$ cat src/rtl/muon_interval_timer.sv
// -----------------------------------------------------------------------------
// muon_interval_timer
//
// Measures the number of clk cycles between a start pulse (muon arrival) and a
// stop pulse (decay electron). The result is offered downstream over a
// valid/ready handshake. Measurements that run to TIMEOUT_CYCLES without a
// stop are either reported with a timeout flag or dropped silently. Each
// measurement is followed by an optional dead time. Start pulses that arrive
// while the block is busy are tallied in a saturating counter.
//
// Ports
//   clk             : system clock
//   rst             : synchronous, active-high reset
//   enable          : allows arming on a start edge while idle
//   start           : level input; a rising edge begins a measurement
//   stop            : level input; a rising edge ends a measurement
//   result_valid    : a result is held on result_interval/result_timeout
//   result_ready    : downstream accepts the result
//   result_interval : measured interval in cycles
//   result_timeout  : no stop arrived within TIMEOUT_CYCLES
//   busy            : high in every state except IDLE
//   missed_count    : start edges rejected while busy (saturating)
// -----------------------------------------------------------------------------
module muon_interval_timer #(
  parameter int unsigned WIDTH           = 32,
  parameter int unsigned TIMEOUT_CYCLES  = 5_000_000,
  parameter int unsigned DEAD_CYCLES     = 16,
  parameter bit          REPORT_TIMEOUTS = 1'b1,
  parameter int unsigned MISS_WIDTH      = 16
) (
  input  logic                  clk,
  input  logic                  rst,
  input  logic                  enable,
  input  logic                  start,
  input  logic                  stop,
  output logic                  result_valid,
  input  logic                  result_ready,
  output logic [WIDTH-1:0]      result_interval,
  output logic                  result_timeout,
  output logic                  busy,
  output logic [MISS_WIDTH-1:0] missed_count
);

  // Dead-time counter needs at least one bit even when dead time is disabled.
  localparam int unsigned DW = (DEAD_CYCLES > 32'd1) ? $clog2(DEAD_CYCLES + 32'd1) : 32'd1;

  localparam logic [WIDTH-1:0]      TIMEOUT_W  = WIDTH'(TIMEOUT_CYCLES);
  localparam logic [DW-1:0]         DEAD_W     = DW'(DEAD_CYCLES);
  localparam logic [MISS_WIDTH-1:0] MISS_MAX   = {MISS_WIDTH{1'b1}};
  localparam bit                    HAS_DEAD   = (DEAD_CYCLES != 32'd0);

  typedef enum logic [1:0] {
    ST_IDLE   = 2'd0,
    ST_COUNT  = 2'd1,
    ST_REPORT = 2'd2,
    ST_DEAD   = 2'd3
  } state_e;

  state_e                  state_q;
  logic                    busy_q;
  logic [WIDTH-1:0]        count_q;
  logic [DW-1:0]           dcount_q;
  logic                    valid_q;
  logic [WIDTH-1:0]        interval_q;
  logic                    timeout_q;
  logic                    start_q;
  logic                    stop_q;
  logic [MISS_WIDTH-1:0]   missed_q;
  logic [MISS_WIDTH-1:0]   missed_d;
  logic                    start_edge_s;
  logic                    stop_edge_s;

  assign start_edge_s = start & ~start_q;
  assign stop_edge_s  = stop & ~stop_q;

  // Next missed-start count: any start edge outside IDLE, held at full scale.
  always_comb begin
    missed_d = missed_q;
    if (start_edge_s && (state_q != ST_IDLE) && (missed_q != MISS_MAX)) begin
      missed_d = missed_q + MISS_WIDTH'(1);
    end else begin
      missed_d = missed_q;
    end
  end

  // Measurement FSM with its registered outputs and input edge history.
  always_ff @(posedge clk) begin
    if (rst) begin
      state_q    <= ST_IDLE;
      busy_q     <= 1'b0;
      count_q    <= {WIDTH{1'b0}};
      dcount_q   <= {DW{1'b0}};
      valid_q    <= 1'b0;
      interval_q <= {WIDTH{1'b0}};
      timeout_q  <= 1'b0;
      // History starts high so a line held high through reset shows no edge.
      start_q    <= 1'b1;
      stop_q     <= 1'b1;
      missed_q   <= {MISS_WIDTH{1'b0}};
    end else begin
      start_q  <= start;
      stop_q   <= stop;
      missed_q <= missed_d;
      case (state_q)
        ST_IDLE: begin
          // Start wins over a simultaneous stop; a lone stop is ignored.
          if (start_edge_s && enable) begin
            count_q <= WIDTH'(1);
            state_q <= ST_COUNT;
            busy_q  <= 1'b1;
          end
        end
        ST_COUNT: begin
          // A stop on the final count is still a genuine stop.
          if (stop_edge_s) begin
            interval_q <= count_q;
            timeout_q  <= 1'b0;
            valid_q    <= 1'b1;
            state_q    <= ST_REPORT;
          end else if (count_q == TIMEOUT_W) begin
            interval_q <= TIMEOUT_W;
            timeout_q  <= 1'b1;
            if (REPORT_TIMEOUTS) begin
              valid_q <= 1'b1;
              state_q <= ST_REPORT;
            end else if (HAS_DEAD) begin
              dcount_q <= DEAD_W;
              state_q  <= ST_DEAD;
            end else begin
              state_q <= ST_IDLE;
              busy_q  <= 1'b0;
            end
          end else begin
            count_q <= count_q + WIDTH'(1);
          end
        end
        ST_REPORT: begin
          // valid_q is always high here, so ready alone completes the transfer.
          if (result_ready) begin
            valid_q <= 1'b0;
            if (HAS_DEAD) begin
              dcount_q <= DEAD_W;
              state_q  <= ST_DEAD;
            end else begin
              state_q <= ST_IDLE;
              busy_q  <= 1'b0;
            end
          end
        end
        ST_DEAD: begin
          if (dcount_q == DW'(1)) begin
            state_q <= ST_IDLE;
            busy_q  <= 1'b0;
          end else begin
            dcount_q <= dcount_q - DW'(1);
          end
        end
        default: begin
          state_q <= ST_IDLE;
          busy_q  <= 1'b0;
          valid_q <= 1'b0;
        end
      endcase
    end
  end

  assign result_valid    = valid_q;
  assign result_interval = interval_q;
  assign result_timeout  = timeout_q;
  assign busy            = busy_q;
  assign missed_count    = missed_q;

endmodule
$ cat config.mk
export PLATFORM = sky130hd
export DESIGN_NAME = muon_interval_timer
export DESIGN_NICKNAME = d
export VERILOG_FILES = /design/src/rtl/muon_interval_timer.sv
export SDC_FILE = /design/constraint.sdc
export NUM_CORES = 1
export LEC_CHECK = 0
export BUFFER_PORTS_ARGS = -buffer_cell sky130_fd_sc_hd__buf_2
export CORE_MARGIN = 5
export CORE_UTILIZATION = 45
export CTS_CLUSTER_DIAMETER = 60
export DETAILED_ROUTE_END_ITERATION = 6
export PLACE_DENSITY = 0.66
export SLEW_MARGIN = 20
export SYNTH_ARGS = -nofsm -noshare
export SYNTH_HDL_FRONTEND = slang
export SYNTH_SLANG_ARGS = --single-unit
$ cat constraint.sdc
create_clock -name clk -period 2 [get_ports clk]
set_input_delay 0.2 -clock clk [delete_from_list [all_inputs] [get_ports clk]]
set_output_delay 0.2 -clock clk [all_outputs]
set_load 0.1 [all_outputs]
# Word level (Yosys, flattened, before mapping)
# Index checks and enable logic that the tools add are counted.
word_totals:
  out_inout_bits: 51
  inputBits: 6
  reg_bits: 92
op_classes:
  n_bitwise: 5
  n_mux: 23
  n_eq_ne: 13
  add_sub_neg: 3
  n_reduce_logical: 16
op_table:
  columns: ["operator", "n"]
  rows:
  - ["two-way mux 32 bit", 5]
  - ["case mux 32 bit (2 select lines)", 1]
  - ["adder 32 x 1 -> 32 bit, second input constant", 1]
  - ["equality test 32 x 23 -> 1 bit, second input constant", 1]
  - ["adder 16 x 1 -> 16 bit, second input constant", 1]
  - ["inequality test 16 bit, second input constant", 1]
  - ["inequality test 2 bit, second input constant", 6]
  - ["two-way mux 2 bit", 5]
  - ["two-way mux 5 bit", 2]
  - ["case mux 5 bit (2 select lines)", 1]
  - ["nonzero test 2 bit", 5]
  - ["AND reduction 3 bit", 3]
  - ["case mux 2 bit (4 select lines)", 1]
  - ["AND reduction 4 bit", 2]
  - ["two-way mux 1 bit", 6]
  - ["equality test 5 x 1 -> 1 bit, second input constant", 1]
  - ["subtractor 5 x 1 -> 5 bit, second input constant", 1]
  - ["equality test 2 bit, second input constant", 2]
  - ["case mux 1 bit (2 select lines)", 2]
  - ["logical AND 1 bit", 3]
  - ["inequality test 3 bit, second input constant", 1]
  - ["inverter 1 bit", 3]
  - ["bitwise AND 1 bit", 2]
  - ["equality test 2 x 1 -> 1 bit, second input constant", 1]
  - ["3 further kinds", 3]

# Logic depth before layout (Yosys ltp)
# Gate-level depths: netlist of run 1.
depth:
  depth_word: 5
  depth_mapped: 9

# Worst setup path after synthesis of run 1
# No wires, ideal clock.
synth_path:
  path_type: "register -> register"
  start: "reg missed_q[6] (netlist: missed_count[6])"
  end: "reg missed_q[15] (netlist: missed_count[15])"
  path_buffers: 0
  setup_ns: 0.132
  path_stages_with_launch: 6
  arrival_ns: 2.212
  period_less_slack_ns: 2.344
  setup_slack_ns: -0.344
  path_cell_list: "dfxtp_1 and4_1 nand4_1 o2111ai_1 or4_1 a21oi_1"
synth_via:
  elab_chain_cells: 2
synth_rtl:
  columns: ["element", "line", "rtl"]
  rows:
  - ["start: declaration", "68", "logic [MISS_WIDTH-1:0] missed_q;"]
  - ["start signal: assignment", "99", "missed_q <= {MISS_WIDTH{1'b0}};"]
  - ["start signal: assignment", "103", "missed_q <= missed_d;"]
  - ["branches (longest 2 deep; another with adder 16 x 1 -> 16 bit)", null, null]
# Parallel ways; which one is timed is not known.
# A chain may end at the register's enable or synchronous reset.

# Worst setup path after layout of run 1
layout_path:
  start: "reg count_q[21]"
  end: "reg interval_q[2] (netlist: result_interval[2])"
layout_via:
  elab_chain_cells: 3
layout_rtl:
  columns: ["element", "line", "rtl"]
  rows:
  - ["start: declaration", "61", "logic [WIDTH-1:0] count_q;"]
  - ["start signal: assignment", "91", "count_q <= {WIDTH{1'b0}};"]
  - ["start signal: assignment", "134", "count_q <= count_q + WIDTH'(1);"]
  - ["equality test 32 x 23 -> 1 bit", "120", "end else if (count_q == TIMEOUT_W) begin"]
  - ["nonzero test 2 bit (no source line)", null, null]
  - ["AND reduction 2 bit (no source line)", null, null]
  - ["end signal: assignment", "94", "interval_q <= {WIDTH{1'b0}};"]
  - ["end signal: assignment", "116", "interval_q <= count_q;"]
  - ["end: declaration", "64", "logic [WIDTH-1:0] interval_q;"]
# Every way passes these cells.

==> reports/results.txt, run 1 <==
Input and output buffers added on the ports amount to 56. The number of remaining DRC errors is 0. Fill cells in the final layout number 808.

The routed layout has 3733 vias. The final layout contains 576 nets. The total power per unit cell area works out to 785 nW/um^2.

The number of buffers on the longest clock path came out at 2. After floorplanning, the core was divided into 35 placement rows. The run gives 649 as the total placed cells including tap cells.

The startpoint class of the critical path was a register. For the starting density of the core, the log shows 0.460. For the standby leakage power, the log shows 2.20 nW. The count of nets left with antenna violations once routing finished came out at 0. The run finished, with violations left. Setup violations remaining at the end of the flow were counted as 30.

By startpoint and endpoint, the worst setup path is classified as reg -> reg. The number of synthesis warnings came out at 0. The number of antenna diodes in the final layout is 0. The area growth from synthesis to final layout was 26.6%.

TritonCTS built the clock tree. For the die footprint, the log shows 11400 sq um. In this run the worst hold path is classified as in -> reg. The post-detailed-route wirelength per cell was 15.0 um; the count of TritonRoute iterations in the first routing pass was 4.

For the H-tree level count, the log shows 3. The CTS clock-pin slew for the worst setup and hold paths was 0.09 ns. The logs give 10200 um for the final wirelength and 480 MHz for the highest attainable clock frequency. The CTS root buffer is clkbuf_8. Mapped cell area: 4230 sq um.

Clock tree synthesis inserted a total of 9 buffers. For this block, the initial DRC count from the detailed router was 202. At the pin with the least slew margin, the transition time is 0.499 ns.

The run gives 0.669 as the worst relative slew slack. The total global-route track usage came out at 0.188. Final worst-path setup slack: -0.0829 ns. Entering global routing, the biggest net connects 26 pins. When the netlist entered floorplanning its net count stood at 475.

The tools report the total I/O pin count as 57. The sequential area share after synthesis was 0.436. Final period utilization: 1.04. STA classifies the critical path endpoint as a register. The number of hold buffers added after CTS was 0.

The overflow left after global routing came out at 0. Setup repair after global routing could not meet its margin everywhere. At the worst endpoint, the arrival time is 2.33 ns.

IR analysis of the VDD net gives a maximum drop of 0.666 mV. The final weighted congestion of routability-driven global placement was 0.850; the count of pins over their slew limit was 0. The tools report the power after layout as 4.20 mW.

Detail-routed via count per cell: 5.51. For the worst setup path, the data required time is 2.25 ns. After layout, the minimum clock period comes to 2.08 ns.

Yosys attributes the largest share of cell area to dfxtp_1 44%, a22o_1 5.0%, xor2_1 4.6%. The CTS sink count was 92; the non-filler instance count after layout was 677. At the later pin of the worst-skew pair, clock insertion delay measures 0.36 ns. Cell type with the highest aggregate area in the netlist: dfxtp_1. The cell count after synthesis came out at 460. The tightest hold path in the finished design has a slack of 0.0692 ns. The share of final-layout standard cells stronger than drive strength 1 came out at 0.350. Along the worst path, the maximum fanout reaches 12. The async set-or-reset flop fraction in the synthesized netlist works out to 0.

The tools report the total count of hold-check failures in the final report as 0. The checks that failed: setup timing. The run gives 54 as the count of unique library cells instantiated by Yosys. The core region is 9200 sq um. Averaged over all synthesized cells, the footprint is 9.19 sq um.

The share of the synthesized area in the top cell type works out to 0.436. The global-route wire length before repair is 17400 um. Yosys mapped a number of flops with a built-in enable equal to 0. The wire-length estimate of the detail-placed layout is 7380 um.

Across the run, the number of max-cap violations was 0. The run gives -0.0524 ns as the placement-stage worst setup slack. The chip height works out to 107 um.

The run gives 0.0127 ns as the worst-case clock skew. The synthesized design contains 92 register bits. The most used flip-flop cell after synthesis is dfxtp_1.

The die is 107 um wide. Number of global-route vias before repair: 3625. The tools report the number of antenna violations at the first check in global routing as 0.
## critical path, stage by stage (launching register included)
cell and delay (ns):
dfxtp_2 0.33, or4_4 0.54, nor4_4 0.31, and4_4 0.33
nor3_4 0.08, buf_12 0.16, a22o_1 0.22
## synth_stat cells, types with 3 or more instances
| master | number |
|---|---|
| nor3_2 | 19 |
| a31oi_1 | 5 |
| and2_1 | 5 |
| a21oi_1 | 24 |
| ha_1 | 9 |
| o211ai_1 | 3 |
| nand3_1 | 20 |
| a22o_1 | 24 |
| a211oi_1 | 4 |
| nand2b_1 | 3 |
| nand2_1 | 19 |
| buf_2 | 5 |
| o31ai_1 | 5 |
| buf_6 | 3 |
| or4_1 | 7 |
| nor3_1 | 12 |
| nand4_1 | 19 |
| dfxtp_1 | 92 |
| inv_1 | 18 |
| and3_1 | 3 |
| clkbuf_1 | 11 |
| and4_1 | 5 |
| buf_1 | 3 |
| or2_2 | 3 |
| or3_1 | 14 |
| nor4b_1 | 3 |
| o21a_1 | 3 |
| a21o_1 | 3 |
| xor2_1 | 22 |
| nor2_1 | 47 |
| and3b_1 | 3 |
| o21ai_0 | 19 |
## where the power goes
group | internal [mW] | switching [mW]
clock | 0.586 | 0.660
sequential | 1.90 | 0.0477
combinational | 0.373 | 0.641
total | 2.86 | 1.35
## stage by stage
| stage | cell area, sq um | setup TNS (ns) | util |
|---|---|---|---|
| after floorplan | 4250 | 0 | - |
| after global placement | 4910 | -0.0356 | 0.534 |
| after detailed placement | 4910 | -1.02 | 0.534 |
| after CTS | 5210 | -1.20 | 0.566 |
| after global routing | 5360 | -4.89 | 0.582 |
| final | 5360 | -1.85 | 0.582 |
## path summary, 6_finish.rpt
path | startpoint | endpoint | slack, ns | depth (start not counted)
setup reg to reg | count_q[21] | result_interval[2] | -0.08 | 6
hold / removal | stop | stop_q | 0.07 | 3
setup / recovery | count_q[21] | result_interval[2] | -0.08 | 6
hold reg to reg | result_interval[24] | result_interval[24] | 0.48 | 1
## logic make-up (layout without fill, tap and decap cells)
kind of cell,after synthesis,in the layout,share of synthesized area
multiplexers,1,1,0.00237
adder cells (fa/ha/maj),9,9,0.0266
AND/OR/NAND/NOR,193,193,0.278
flip-flops,92,92,0.436
buffers and inverters,41,147,0.0470
AO/OA/AOI/OAI,101,101,0.163
XOR/XNOR,23,23,0.0476
## flip-flops by register name, summed over array words and instances, names as in the netlist
register	flops
busy	1
count_q	32
dcount_q	5
missed_count	16
result_interval	32
result_timeout	1
result_valid	1
start_q	1
state_q	2
stop_q	1
## timing repair
item                       4_1_cts  5_1_grt
buffers inserted                 6        6
pin swaps                        7       21
resized for setup               16       27
setup endpoints to repair       32       66
cloned                           1        0
## area by class of cell
type / instances / area (sq um) / area share
Timing Repair Buffer: 113 / 808 / 0.151
Clock inverter: 5 / 60.1 / 0.0112
Inverter: 18 / 67.6 / 0.0126
Clock buffer: 11 / 131 / 0.0245
Multi-Input combinational cell: 327 / 2270 / 0.425
Tap cell: 111 / 139 / 0.0259
Sequential cell: 92 / 1870 / 0.350
## cells in the final DEF, fill, tap and decap left out, drive strengths merged, types with 9 or more instances in the layout
cell	netlist	layout
nor3	31	31
ha	9	9
nand4	19	19
a22o	24	24
or3	14	14
nor2	47	47
a21oi	24	24
o21ai	20	20
clkbuf	11	11
dfxtp	92	92
buf	12	113
xor2	22	22
inv	18	20
nand3	20	20
nand2	19	19
## layer usage
| metal | track usage | vias to the layer above | part of all wire |
|---|---|---|---|
| li1 | - | 1893 | - |
| met1 | 0.249 | 1766 | 0.49 |
| met2 | 0.301 | 63 | 0.46 |
| met3 | 0.0494 | 11 | 0.033 |
| met4 | 0.0539 | 0 | 0.014 |
| met5 | 0 | - | 0 |
No activity file was read; power rests on OpenSTA's default activity.
==> inputs of run 2 (changes only) <==
- CELL_PAD_IN_SITES_DETAIL_PLACEMENT: default -> 0
- CELL_PAD_IN_SITES_GLOBAL_PLACEMENT: default -> 1
- CORE_UTILIZATION: 45 -> 39
- PLACE_DENSITY: 0.66 -> 0.74
==> reports/results.txt, run 2 (synthesized netlist as in run 1, its figures left out) <==
The worst register-to-register path has a depth of 6. The layout filler cell count is 1066. The area growth from synthesis to final layout is 26.8%, and the number of rows created at floorplan is 38.

The count of vias placed by the detailed router is 3743, and the peak per-stage delay on the critical path is 0.53 ns. The kind of end point of the critical path is a register. The maximum fanout along the worst path was 24; the CTS sink count was 92. CTS built an H-tree with a depth of 3.

Summed over all cells, the static leakage comes to 2.19 nW. The path with the worst hold slack has its endpoint at stop_q. Entering global routing, the biggest net connects 36 pins. The final reports fail on setup timing. The worst register-to-register path begins at count_q[21]. For the number of max-capacitance violations reported, the log shows 0. The capturing point of the worst reg2reg path was result_interval[25]. The final worst-path setup slack was -0.0278 ns; the post-route minimum period was 2.03 ns. Starting density of the core: 0.394. Setup repair after global routing could not meet its margin everywhere. For this run, design rule violations remaining after detail routing come to 0.

For this run, the post-layout net count is 573. Walking the worst path, the cells encountered are or4_4 -> nor4_4 -> and4_4 -> nor3_2 -> buf_12 -> a22o_1. The share of final-layout standard cells stronger than drive strength 1 was 0.341; the final wirelength was 10500 um. The largest individual stage delay along the critical path comes from the cell or4_4. Dividing the detail-routed wire length by the instance count gives 15.0 um. Buffers placed on the I/O ports in this run total 56. The final HPWL from detailed placement was 7680 um. For the number of buffers created by CTS, the log shows 9.

Total count of hold-check failures in the final report: 0. Across the routed clock network, the largest skew measured is 0.0155 ns. 0 antenna diodes ended up in the layout. The count of pins over their slew limit is 0, and the highest attainable clock frequency is 493 MHz. The core region is 10700 sq um. The tools report the startpoint class of the critical path as a register. After the first detailed-routing iteration, the DRC count stood at 151. In this run the vertical extent of the chip is 114 um.

The finished cells cover 5360 sq um. The commonest non-fill, non-tap cell in the layout is dfxtp_1. TritonCTS built the clock tree. For the count of TritonRoute iterations in the first routing pass, the log shows 4.

Across the VDD grid, the largest voltage drop is 0.540 mV. Counting tap cells, the placed design contains a total of 682 instances. The core utilization of the finished layout came out at 0.499.

The tools report the CTS root buffer as clkbuf_8. At the later pin of the worst-skew pair, clock insertion delay measures 0.36 ns. Global routing finished with a remaining overflow of 0. The CTS clock-pin slew for the worst setup and hold paths works out to 0.10 ns. The worst hold path begins at stop. The sum of negative setup slack was -0.383 ns; the reg2reg setup slack was -0.03 ns.

Total power for the finished layout comes to 4.25 mW. The total power per unit cell area was 792 nW/um^2; the detail-routed via count per cell was 5.32. The final weighted congestion of routability-driven global placement is 0.799. The number of global-route vias before repair is 3487. Measured along the x axis, the die boundary spans 114 um. The number of buffers on the longest clock path came out at 2. The run finished, with violations left. Setup violations remaining at the end of the flow were counted as 25. The number of nets with antenna violations after routing was 0. The kind of critical path was reg -> reg. The die covers 13000 sq um. The non-filler instance count after layout was 703; the worst-margin pin slew was 0.520 ns. In this run the worst hold path is classified as in -> reg. The total I/O pin count was 57; the total global-route track usage was 0.160. In the layout the commonest cells are 73 x dfxtp_1, 56 x buf_2, 47 x buf_4.

The placed instances occupy a cell area of 4980 sq um. STA puts the critical path data arrival time at 2.27 ns. Required time of the worst setup path: 2.25 ns.

The final period utilization was 1.01. The worst relative slew slack was 0.651. The number of antenna violations at the first check in global routing came out at 0.

The number of cells on the worst hold path came out at 3. The global-route wire length before repair was 17100 um.
[run 2: final cells by class]
class | instances | area [sq um] | area share
Multi-Input combinational cell | 327 | 2310 | 0.430
Clock buffer | 10 | 138 | 0.0257
Tap cell | 140 | 175 | 0.0327
Inverter | 18 | 67.6 | 0.0126
Timing Repair Buffer | 110 | 747 | 0.139
Clock inverter | 6 | 63.8 | 0.0119
Sequential cell | 92 | 1870 | 0.348
[run 2: worst max path at each step]
stage	start	to	slack, ns	cells past startpoint
4_1_cts	count_q[21]	result_interval[12]	-0.04	6
6_report	count_q[21]	result_interval[25]	-0.03	6
5_1_grt	count_q[21]	result_interval[25]	-0.13	6
3_5_place_dp	state_q[1]	count_q[25]	-0.09	8
3_3_place_gp	state_q[0]	count_q[28]	-0.04	8
2_1_floorplan	state_q[1]	count_q[4]	0.02	9
[run 2: through the flow]
step | hold WS, ns | worst slack [ns]
finish | 0.0604 | -0.0278
global route | 0.0688 | -0.128
CTS | 0.0434 | -0.0443
detailed placement | 0.426 | -0.0896
global placement | 0.427 | -0.0377
floorplan | 0.300 | 0.0206
[run 2: power by group]
group / internal [mW] / total [mW] / leakage, nW / switching (mW)
sequential: 1.90 / 1.95 / 0.752 / 0.0550
combinational: 0.368 / 1.02 / 1.34 / 0.654
clock: 0.610 / 1.28 / 0.0983 / 0.666
total: 2.87 / 4.25 / 2.19 / 1.38
[run 2: worst max-delay path, delay by kind of cell, from the launching register on]
family	cells	cell delay [ns]
AND/OR/NAND/NOR	4	1.19
flip-flops	1	0.33
buffers and inverters	1	0.17
AO/OA/AOI/OAI	1	0.23
[run 2: timing repair]
action                     in CTS  in global routing
gates resized for setup         5                 25
setup endpoints to repair      32                 55
pin swaps                       2                 16
buffers inserted                4                  1
hold buffers                    0                  0
[run 2: metal layers]
metal  global-route usage  wire length [um]  vias up
met2                0.260              4820       63
met4               0.0333                73        0
li1                     -                 -     1881
met5                    0                 0        -
met1                0.221              5200     1793
met3               0.0338               439        6
==> inputs of run 3 (changes only) <==
- MAX_ROUTING_LAYER: default -> met4
==> reports/results.txt, run 3 (synthesized netlist as in run 1, its figures left out) <==
The final weighted congestion of routability-driven global placement is 0.811, and the number of buffers on the longest clock path is 2. The chip height was 114 um. STA puts the critical path data arrival time at 2.27 ns. The total count of hold-check failures in the final report was 0.

The startpoint identified for the worst register-to-register timing path is count_q[21]. The clock drives 92 sinks. The checks that failed: setup timing. The placement-stage worst setup slack is -0.0896 ns. Overflow left after global routing: 0. The total global-route track usage is 0.165. For the antenna diode count, the log shows 0.

For flop-to-flop paths, the worst setup slack is -0.03 ns. The area growth from synthesis to final layout came out at 26.8%. For this design, the slowest cell found on the critical path is or4_4. The core outline area was 10700 sq um; the post-detailed-route wirelength per cell was 15.0 um.

Starting density of the core: 0.394. The worst setup path is captured at a register. The worst relative slew slack was 0.637; the worst-case clock skew was 0.0144 ns.

Setup repair after global routing could not meet its margin everywhere. The run gives 0 as the number of antenna violations at the first check in global routing. Entering global routing, the biggest net connects 36 pins. The core utilization of the finished layout came out at 0.499.

The flow ran to the end, but the final reports show violations. In the layout the commonest cells are 73 x dfxtp_1, 56 x buf_2, 47 x buf_4. The die footprint is 13000 sq um.

The critical path goes through or4_4 -> nor4_4 -> and4_4 -> nor3_2 -> buf_12 -> a22o_1. The final period utilization was 1.01. The worst setup path is of the reg -> reg kind. The routed layout has 3758 vias. Max-cap violations in this run came to 0.

The total power per unit cell area is 792 nW/um^2, and the total I/O pin count is 57. At the later pin of the worst-skew pair, clock insertion delay measures 0.35 ns. The min-delay analysis places its worst path in the category in -> reg. The detailed router finished its first iteration with 147 violations. The capturing point of the worst reg2reg path was result_interval[25]. Before antenna repair, the detailed router went through 6 iterations. Count of pins over their slew limit: 0. The startpoint of the worst setup timing path is count_q[21]. The clock tree synthesis step divided the H-tree into 3 levels.

Data on the critical path is required at its endpoint by 2.24 ns. The number of rows created at floorplan was 38; the share of final-layout standard cells stronger than drive strength 1 was 0.341. In this run the worst path has a maximum fanout of 24. For this run, design rule violations remaining after detail routing come to 0.

The number of cells on the worst reg-to-reg path is 6. For the pin with the worst max-slew slack, the measured transition is 0.540 ns. Commonest non-fill, non-tap cell in the layout: dfxtp_1. The detail-routed via count per cell is 5.35. Buffers inserted to repair hold after CTS numbered 0. The worst path in the final design needs a cycle of 2.03 ns, including I/O delays and setup. The startpoint identified for the worst hold timing path is stop.

The run gives 0.538 mV as the maximum VDD drop. In this run the remaining antenna-violating nets after routing total 0. Peak per-stage delay on the critical path: 0.53 ns. The tools report the global-route wire length before repair as 17200 um.

The worst setup path is launched from a register. The CTS root buffer is clkbuf_8. The number of setup violations in the final report was 25; the number of buffers created by CTS was 9. The final worst-path setup slack came out at -0.0277 ns. The final HPWL from detailed placement was 7680 um; the number of global-route vias before repair was 3488. TritonCTS built the clock tree. The final wirelength is 10500 um. The standby leakage power is 2.19 nW.

The destination of the critical timing path was result_interval[25]. The number of port buffers is 56. Derived from the worst setup path, the maximum achievable clock frequency is 493 MHz.

The number of nets in the finished design was 573; the CTS clock-pin slew for the worst setup and hold paths was 0.10 ns. The die width was 114 um.
## run 3: worst min path at each step
stage	endpoint	slack, ns	cells past startpoint
final	stop_q	0.06	3
after detailed placement	stop_q	0.43	3
after global placement	stop_q	0.43	3
after global routing	stop_q	0.07	3
after floorplan	stop_q	0.30	2
after CTS	stop_q	0.04	3
## run 3: metal layers
metal,GRT usage,vias up,wire length [um]
li1,-,1884,-
met1,0.225,1792,5300
met2,0.259,76,4820
met3,0.0296,6,372
met4,0.0333,0,51
met5,-,-,0
## run 3: layout make-up
cell class              count  area (sq um)
clock buffers              10           138
clock inverters             6          63.8
fillers                  1066          5380
inverters                  18          67.6
multi-input cells         327          2310
flip-flops and latches     92          1870
well taps                 140           175
repair buffers            110           747
## run 3: critical path: cells and delay by family, from the launching register on
kind	cells	cell delay, ns
buf+inv	1	0.17
flops	1	0.33
compound gates	1	0.23
simple gates	4	1.18
## run 3: what timing repair did
action | CTS | global route
setup endpoints to repair | 32 | 55
pin swaps | 2 | 15
buffers inserted | 4 | 1
endpoints found under the hold margin | 0 | 0
resized for setup | 5 | 25
## run 3: metrics by stage
step                      hold slack [ns]  TNS (ns)  power [mW]  cell area, sq um  cells
after floorplan                     0.300         0        2.64              4250    460
after global placement              0.427   -0.0743        2.90              4980    682
after detailed placement            0.426     -1.18        2.92              4980    682
after CTS                          0.0434    -0.692        4.22              5240    702
after global routing               0.0688     -3.25        4.46              5360    703
final                              0.0616    -0.366        4.25              5360    703
## run 3: power breakdown
group	internal, mW	total (mW)	switching (mW)
registers	1.90	1.95	0.0547
clock network	0.610	1.27	0.663
logic	0.367	1.02	0.656
